==> config.mk <==
export PLATFORM = sky130hd
export DESIGN_NAME = seq_bin_to_bcd_cnvrt_flat
export DESIGN_NICKNAME = d
export VERILOG_FILES = /design/src/rtl/seq_bin_to_bcd_cnvrt_if.sv /design/src/rtl/seq_bin_to_bcd_cnvrt.sv /design/src/flat_wrapper.sv
export SDC_FILE = /design/constraint.sdc
export NUM_CORES = 1
export LEC_CHECK = 0
export ABC_AREA = 1
export BUFFER_PORTS_ARGS = -buffer_cell sky130_fd_sc_hd__buf_4
export CAP_MARGIN = 10
export CORE_MARGIN = 2
export CORE_UTILIZATION = 50
export CTS_CLUSTER_DIAMETER = 150
export CTS_CLUSTER_SIZE = 8
export DETAILED_ROUTE_END_ITERATION = 12
export PLACE_DENSITY_LB_ADDON = 0.15
export SKIP_LAST_GASP = 1
export SYNTH_ARGS = -nofsm -noshare
export SYNTH_HDL_FRONTEND = slang
export SYNTH_SLANG_ARGS = --single-unit
==> constraint.sdc <==
create_clock -name clk -period 1.85 [get_ports clk]
set_input_delay 0.37 -clock clk [delete_from_list [all_inputs] [get_ports clk]]
set_output_delay 0.37 -clock clk [all_outputs]
set_load 0.03 [all_outputs]
==> src/rtl/seq_bin_to_bcd_cnvrt_if.sv <==
// Handshake and digit bus between the converter and its controller/display.
interface seq_bin_to_bcd_cnvrt_if #(
  parameter int WIDTH = 8
);
  logic             start;
  logic [WIDTH-1:0] bin;
  logic             busy;
  logic             done;
  logic [3:0]       hundreds;
  logic [3:0]       tens;
  logic [3:0]       ones;

  modport master (output start, bin, input busy, done, hundreds, tens, ones);
  modport slave  (input start, bin, output busy, done, hundreds, tens, ones);
endinterface

==> src/rtl/seq_bin_to_bcd_cnvrt.sv <==
// Sequential double-dabble binary-to-BCD converter, one input bit per clock.
// Optional macro SEQ_BIN_TO_BCD_LEADING_ZERO_BLANK_EN blanks leading zero digits to 4'hF.
module seq_bin_to_bcd_cnvrt #(
  parameter int WIDTH = 8
) (
  input  logic                     clk,
  input  logic                     clr,
  seq_bin_to_bcd_cnvrt_if.slave    bus
);
  localparam logic [0:0] ST_IDLE  = 1'b0;
  localparam logic [0:0] ST_SHIFT = 1'b1;
  localparam logic [3:0] CNT_LAST = 4'(WIDTH - 1);

  logic [0:0]       state_q, state_d;
  logic [3:0]       cnt_q, cnt_d;
  logic [WIDTH-1:0] sh_q, sh_d;
  logic [11:0]      scr_q, scr_d;
  logic             busy_q, busy_d;
  logic             done_q, done_d;
  logic [3:0]       hun_q, hun_d;
  logic [3:0]       ten_q, ten_d;
  logic [3:0]       one_q, one_d;
  logic [11:0]      adj;
  logic [11:0]      scr_shift;

  always_comb begin
    // add-3 on every digit >= 5 before the shift, all digits in parallel
    adj = scr_q;
    for (int i = 0; i < 3; i++)
      if (scr_q[4*i +: 4] >= 4'd5) adj[4*i +: 4] = scr_q[4*i +: 4] + 4'd3;
    scr_shift = (adj << 1) | {11'b0, sh_q[WIDTH-1]};

    state_d = state_q;
    cnt_d   = cnt_q;
    sh_d    = sh_q;
    scr_d   = scr_q;
    busy_d  = busy_q;
    done_d  = 1'b0;
    hun_d   = hun_q;
    ten_d   = ten_q;
    one_d   = one_q;

    case (state_q)
      ST_IDLE: begin
        if (bus.start) begin
          sh_d    = bus.bin;
          scr_d   = '0;
          cnt_d   = '0;
          busy_d  = 1'b1;
          state_d = ST_SHIFT;
        end
      end
      default: begin
        scr_d = scr_shift;
        sh_d  = sh_q << 1;
        cnt_d = cnt_q + 4'd1;
        if (cnt_q == CNT_LAST) begin
          hun_d   = scr_shift[11:8];
          ten_d   = scr_shift[7:4];
          one_d   = scr_shift[3:0];
`ifdef SEQ_BIN_TO_BCD_LEADING_ZERO_BLANK_EN
          if (scr_shift[11:8] == 4'd0) hun_d = 4'hF;
          if (scr_shift[11:4] == 8'd0) ten_d = 4'hF;
`else
`endif
          done_d  = 1'b1;
          busy_d  = 1'b0;
          state_d = ST_IDLE;
        end
      end
    endcase
  end

  always_ff @(posedge clk) begin
    if (clr) begin
      state_q <= ST_IDLE;
      cnt_q   <= '0;
      sh_q    <= '0;
      scr_q   <= '0;
      busy_q  <= 1'b0;
      done_q  <= 1'b0;
      hun_q   <= '0;
      ten_q   <= '0;
      one_q   <= '0;
    end else begin
      state_q <= state_d;
      cnt_q   <= cnt_d;
      sh_q    <= sh_d;
      scr_q   <= scr_d;
      busy_q  <= busy_d;
      done_q  <= done_d;
      hun_q   <= hun_d;
      ten_q   <= ten_d;
      one_q   <= one_d;
    end
  end

  assign bus.busy     = busy_q;
  assign bus.done     = done_q;
  assign bus.hundreds = hun_q;
  assign bus.tens     = ten_q;
  assign bus.ones     = one_q;
endmodule

==> src/flat_wrapper.sv <==
// flat-port wrapper written by rule: the top's interface ports become plain ports
module seq_bin_to_bcd_cnvrt_flat 
#(
  parameter int WIDTH = 8
)
  (clk, clr, bus_start, bus_bin, bus_busy, bus_done, bus_hundreds, bus_tens, bus_ones);
  seq_bin_to_bcd_cnvrt_if #(.WIDTH(WIDTH)) bus_i ();
  input  logic clk;
  input  logic clr;
  input wire logic [$bits(bus_i.start)-1:0] bus_start;
  input wire logic [$bits(bus_i.bin)-1:0] bus_bin;
  output wire logic [$bits(bus_i.busy)-1:0] bus_busy;
  output wire logic [$bits(bus_i.done)-1:0] bus_done;
  output wire logic [$bits(bus_i.hundreds)-1:0] bus_hundreds;
  output wire logic [$bits(bus_i.tens)-1:0] bus_tens;
  output wire logic [$bits(bus_i.ones)-1:0] bus_ones;
  assign bus_i.start = bus_start;
  assign bus_i.bin = bus_bin;
  assign bus_busy = bus_i.busy;
  assign bus_done = bus_i.done;
  assign bus_hundreds = bus_i.hundreds;
  assign bus_tens = bus_i.tens;
  assign bus_ones = bus_i.ones;
  seq_bin_to_bcd_cnvrt #(.WIDTH(WIDTH)) u_core (.clk(clk), .clr(clr), .bus(bus_i));
endmodule
# Word level (Yosys, flattened, before mapping)
# Index checks and enable logic that the tools add are counted.
word_totals:
  regBits: 39
  latchBits: 0
  ramBits: 0
  romBits: 0
  input_bits: 11
  out_inout_bits: 14
  word_cells: 42
  mem_count: 0
classes:
  addsub: 4
  multipliers: 0
  div: 0
  magnitude_cmp: 3
  eq_ne: 2
  n_shift: 0
  muxes: 16
  bitwise_logic: 2
  n_reduce_logical: 5
op_table:
  columns: ["operator", "n"]
  rows:
  - ["12-bit two-way mux", 2]
  - ["4-bit two-way mux", 4]
  - ["8-bit two-way mux", 2]
  - ["4-bit by 3-bit greater-or-equal comparator with 1-bit output, second input constant", 3]
  - ["12-bit by 1-bit bitwise OR with 12-bit output", 1]
  - ["4-bit by 2-bit adder with 4-bit output, second input constant", 2]
  - ["1-bit two-way mux", 7]
  - ["4-bit by 1-bit adder with 4-bit output, second input constant", 1]
  - ["4-bit by 3-bit == test with 1-bit output, second input constant", 1]
  - ["2-bit AND reduction", 2]
  - ["2-bit OR reduction", 2]
  - ["3-bit by 2-bit adder with 3-bit output, second input constant", 1]
  - ["3-bit two-way mux", 1]
  - ["2-bit inequality test, second input constant", 1]
  - ["2-bit nonzero test", 1]
  - ["1-bit NOT", 1]

# Logic depth before layout (Yosys ltp)
depth:
  depth_word: 4
  depth_mapped: 8
  mapped_depth_nobuf: 8

# Worst setup path before layout
# Ideal clock, no wire load.
synth_path:
  path_kind: "register to register"
  from: "register u_core.scr_q[0]"
  to: "register u_core.scr_q[2]"
  setup_ns: 0.132
  arrival_time_ns: 1.066
  required_ns: 1.718
  slack_ns: 0.651
  stages_incl_launch_ff: 9
  n_path_buf: 0
  period_less_slack_ns: 1.199
  path_cell_list: "dfxtp_1 -> inv_1 -> ha_1 -> inv_1 -> nand2_1 -> nand3_1 -> nand2_1 -> nand3_1 -> a21oi_1"
synth_via:
  elab_chain_cells: 4
  elab_cells_between_ends: 5
  cone_classes: "1 x add/sub; 1 x order compare; 2 x mux; 1 x bitwise"
synth_rtl:
  columns: ["element", "line_no", "source"]
  rows:
  - ["start: declaration", "seq_bin_to_bcd_cnvrt.sv:17", "logic [11:0] scr_q, scr_d;"]
  - ["start signal: assignment", "seq_bin_to_bcd_cnvrt.sv:89", "scr_q <= scr_d;"]
  - ["4-bit by 2-bit adder with 4-bit output or 4-bit by 3-bit greater-or-equal comparator with 1-bit output (tied branches)", "seq_bin_to_bcd_cnvrt.sv:30", "if (scr_q[4*i +: 4] >= 4'd5) adj[4*i +: 4] = scr_q[4*i +: 4] + 4'd3;"]
  - ["4-bit two-way mux *", "seq_bin_to_bcd_cnvrt.sv:30", null]
  - ["12-bit by 1-bit bitwise OR with 12-bit output *", "seq_bin_to_bcd_cnvrt.sv:31", "scr_shift = (adj << 1) | {11'b0, sh_q[WIDTH-1]};"]
  - ["12-bit two-way mux *", "seq_bin_to_bcd_cnvrt.sv:43", "case (state_q)"]
# Every way passes the cells marked *; elsewhere a longest branch is shown, timed or not.
# A chain may end at the register's enable or synchronous reset.

# Final worst setup path
# Same ends and word-level chain as after synthesis.

==> metrics.md <==
| Metric | Value |
|---|---|
| First-pass GRT wire length | `5.82 mm` |
| Reg-to-reg startpoint | `u_core.scr_q[0]` |
| Hold-fix buffers, CTS | `0` |
| Relative slew slack | `78.3%` |
| Yosys reg bits | `39` |
| Gpl congestion | `0.834` |
| Crit end category | `flip-flop` |
| Synthesized netlist cell count | `249` |
| Die width | `63.9 um` |
| DP HPWL | `2.40 mm` |
| Die Span Y | `63.9 um` |
| Leakage | `0.976 nW` |
| Clock latency on the worst-skew pair | `340 ps` |
| Worst-path maximum fanout | `5` |
| Top FF cell, synth | `dfxtp_1` |
| Tcrit/Tclk final | `74.1%` |
| Post-Syn Area | `0.00179 sq mm` |
| DP Cell Count | `313` |
| Sequential area share after synthesis | `43.5%` |
| Initial antenna violation count | `0` |
| EDFF count, synth | `0` |
| Antenna-violating nets left | `0` |
| Final Util | `61.2%` |
| Cell accounting for the most synthesized area | `dfxtp_1` |
| Mean post-synth cell area | `7.21 sq um` |
| H-tree depth | `2` |
| All-Layer GR Usage | `17.9%` |
| CTS Buf Count | `5` |
| Worst r2r dst | `u_core.scr_q[2]` |
| CORE AREA | `0.00339 sq mm` |
| Post-CTS sizing | `0` |
| Crit path DAT | `1610 ps` |
| Power density cells | `710 mW/mm^2` |
| R2R Setup Slk | `480 ps` |
| Reg2Reg Depth | `8` |
| Max-Cap Viols | `0` |
| Number of I/O port buffers | `24` |
| Die area | `0.00408 sq mm` |
| CP startpoint | `u_core.scr_q[0]` |
| CTS tree | `done` |
| Hold Crit Class | `in2reg` |
| NumNets Final | `292` |
| Worst hold-check slack | `313 ps` |
| DRC viols | `0` |
| Largest net degree at the start of global routing | `17` |
| Sink Count | `39` |
| Drt first pass iters | `4` |
| Diode count | `0` |
| Hold Violations, Final | `0` |
| VDD IR max | `0.476 mV` |
| Setup ws final | `479 ps` |
| Worst Clk Skew | `6.14 ps` |
| Initial Util | `52.9%` |
| Fraction of layout cells with a size suffix above 1 | `16.0%` |
| Routed wire length | `3.40 mm` |
| Wire length per cell | `10.6 um` |
| Clock tree root buffer cell | `clkbuf_4` |
| Critical Path RT | `2090 ps` |
| Vias | `1,585` |
| Worst-path clk slew | `110 ps` |
| Fin Setup TNS | `0 ps` |
| Drt initial violations | `86` |
| Min-Delay Path Depth | `2` |
| Mapped Nets | `267` |
| Critical Path Source Type | `flip-flop` |
| Crit path to | `u_core.scr_q[2]` |
| Area Growth Syn to Fin | `15.6%` |
| # IOs | `25` |
| Vias in the first global route | `1,382` |
| Yosys warnings | `0` |
| RSZ-0062 raised after global routing | `false` |
| Setup Crit Path Kind | `reg2reg` |
| Routed vias/inst | `4.94` |
| Top-area cell type share of the netlist area | `43.5%` |
| Dpl ws | `489 ps` |
| Final Non-Filler Cells | `321` |
| Slew Limit Fails | `0` |
| Post-synthesis cell type count | `23` |
| Async SR Flop Fraction | `0%` |
| Outcome | `complete, no violations` |
| Largest cells by area after synthesis | `dfxtp_1, nand2_1, nand3_1, inv_1, a21oi_1` |
| Global route overflow | `0` |
| Std cell rows | `21` |
| Worst-margin pin slew | `326 ps` |
| Final min period | `1370 ps` |
| Post-CTS setup buffers | `0` |
| CTS Buffer Depth | `2` |
| Max Clock Freq | `729 MHz` |
| Final setup viols | `0` |
==> final cells by class <==
type | count | area, sq um
clock buffers | 8 | 68.8
well taps | 46 | 57.6
flip-flops and latches | 39 | 781
inverters | 28 | 105
multi-input cells | 171 | 843
repair buffers | 29 | 218
fillers | 312 | 1320
==> logic make-up (layout without fill, tap and decap cells) <==
kind of cell,after synthesis,in the layout,synth area share (%)
AOI/OAI and AO/OA,28,28,8.23
buffers and inverters,39,65,9.48
adders and majority gates,7,7,4.88
and+or+nand+nor,133,133,32.2
DFF,39,39,43.5
muxes,3,3,1.67
==> synthesized netlist by cell type, types with 2 or more instances <==
master and count:
nand2_1 84, nand3_1 31, buf_2 4, o211ai_1 3
ha_1 7, nor2_1 5, dfxtp_1 39, mux2i_1 3
a21oi_1 18, clkbuf_1 2, buf_4 3, inv_2 3
nand4_1 7, o21ai_0 6, inv_1 25, nor2_2 2
==> per-stage QoR <==
stage / area, sq um / power [W]
after CTS: 2070 / 0.00149
after global routing: 2070 / 0.00155
final: 2070 / 0.00147
after floorplan: 1790 / 0.000963
after detailed placement: 2000 / 0.00100
after global placement: 2000 / 0.00100
==> where the power goes <==
group          internal, W  switching, W
Sequential        0.000856     0.0000101
Clock             0.000224      0.000266
Combinational    0.0000459     0.0000701
==> worst min-delay path by stage <==
stage	start	to	slack, ps
3_3_place_gp	u_core.bus.tens[3]	u_core.bus.tens[3]	440
5_1_grt	clr	u_core.scr_q[3]	300
6_report	clr	u_core.scr_q[3]	310
2_1_floorplan	u_core.sh_q[7]	u_core.scr_q[0]	440
3_5_place_dp	u_core.bus.tens[3]	u_core.bus.tens[3]	440
4_1_cts	clr	u_core.scr_q[7]	300
==> state kept, by name (all words and copies together), names as in the netlist <==
signal / count
u_core.bus.done: 1
u_core.bus.hundreds: 4
u_core.scr_q: 12
u_core.sh_q: 8
u_core.cnt_q: 4
u_core.bus.busy: 1
u_core.state_q: 1
u_core.bus.tens: 4
u_core.bus.ones: 4
==> worst max-delay path, stage by stage, from the launching register on <==
cell and delay [ps]:
dfxtp_1 420, inv_1 100, ha_1 200, inv_1 80, nand2_1 90, nand3_1 140
nand2_1 90, nand3_1 90, a21oi_1 70
==> layer usage <==
| layer | routed length [um] | GRT usage (%) |
|---|---|---|
| met5 | 0 | 0 |
| met4 | 23 | 6.25 |
| met3 | 171 | 5.46 |
| met2 | 1540 | 28.3 |
| met1 | 1670 | 23.2 |
==> layout by cell type (no fill, tap or decap), drive strengths merged <==
cell type,Yosys,final
nor2,8,8
inv,28,28
nand2,85,85
ha,7,7
dfxtp,39,39
mux2i,3,3
buf,9,29
nor3,1,1
clkbuf,2,8
o211ai,3,3
o21ai,7,7
nand4,7,7
a21oi,18,18
nand3,32,32
Power figures use the tool's default switching activity.
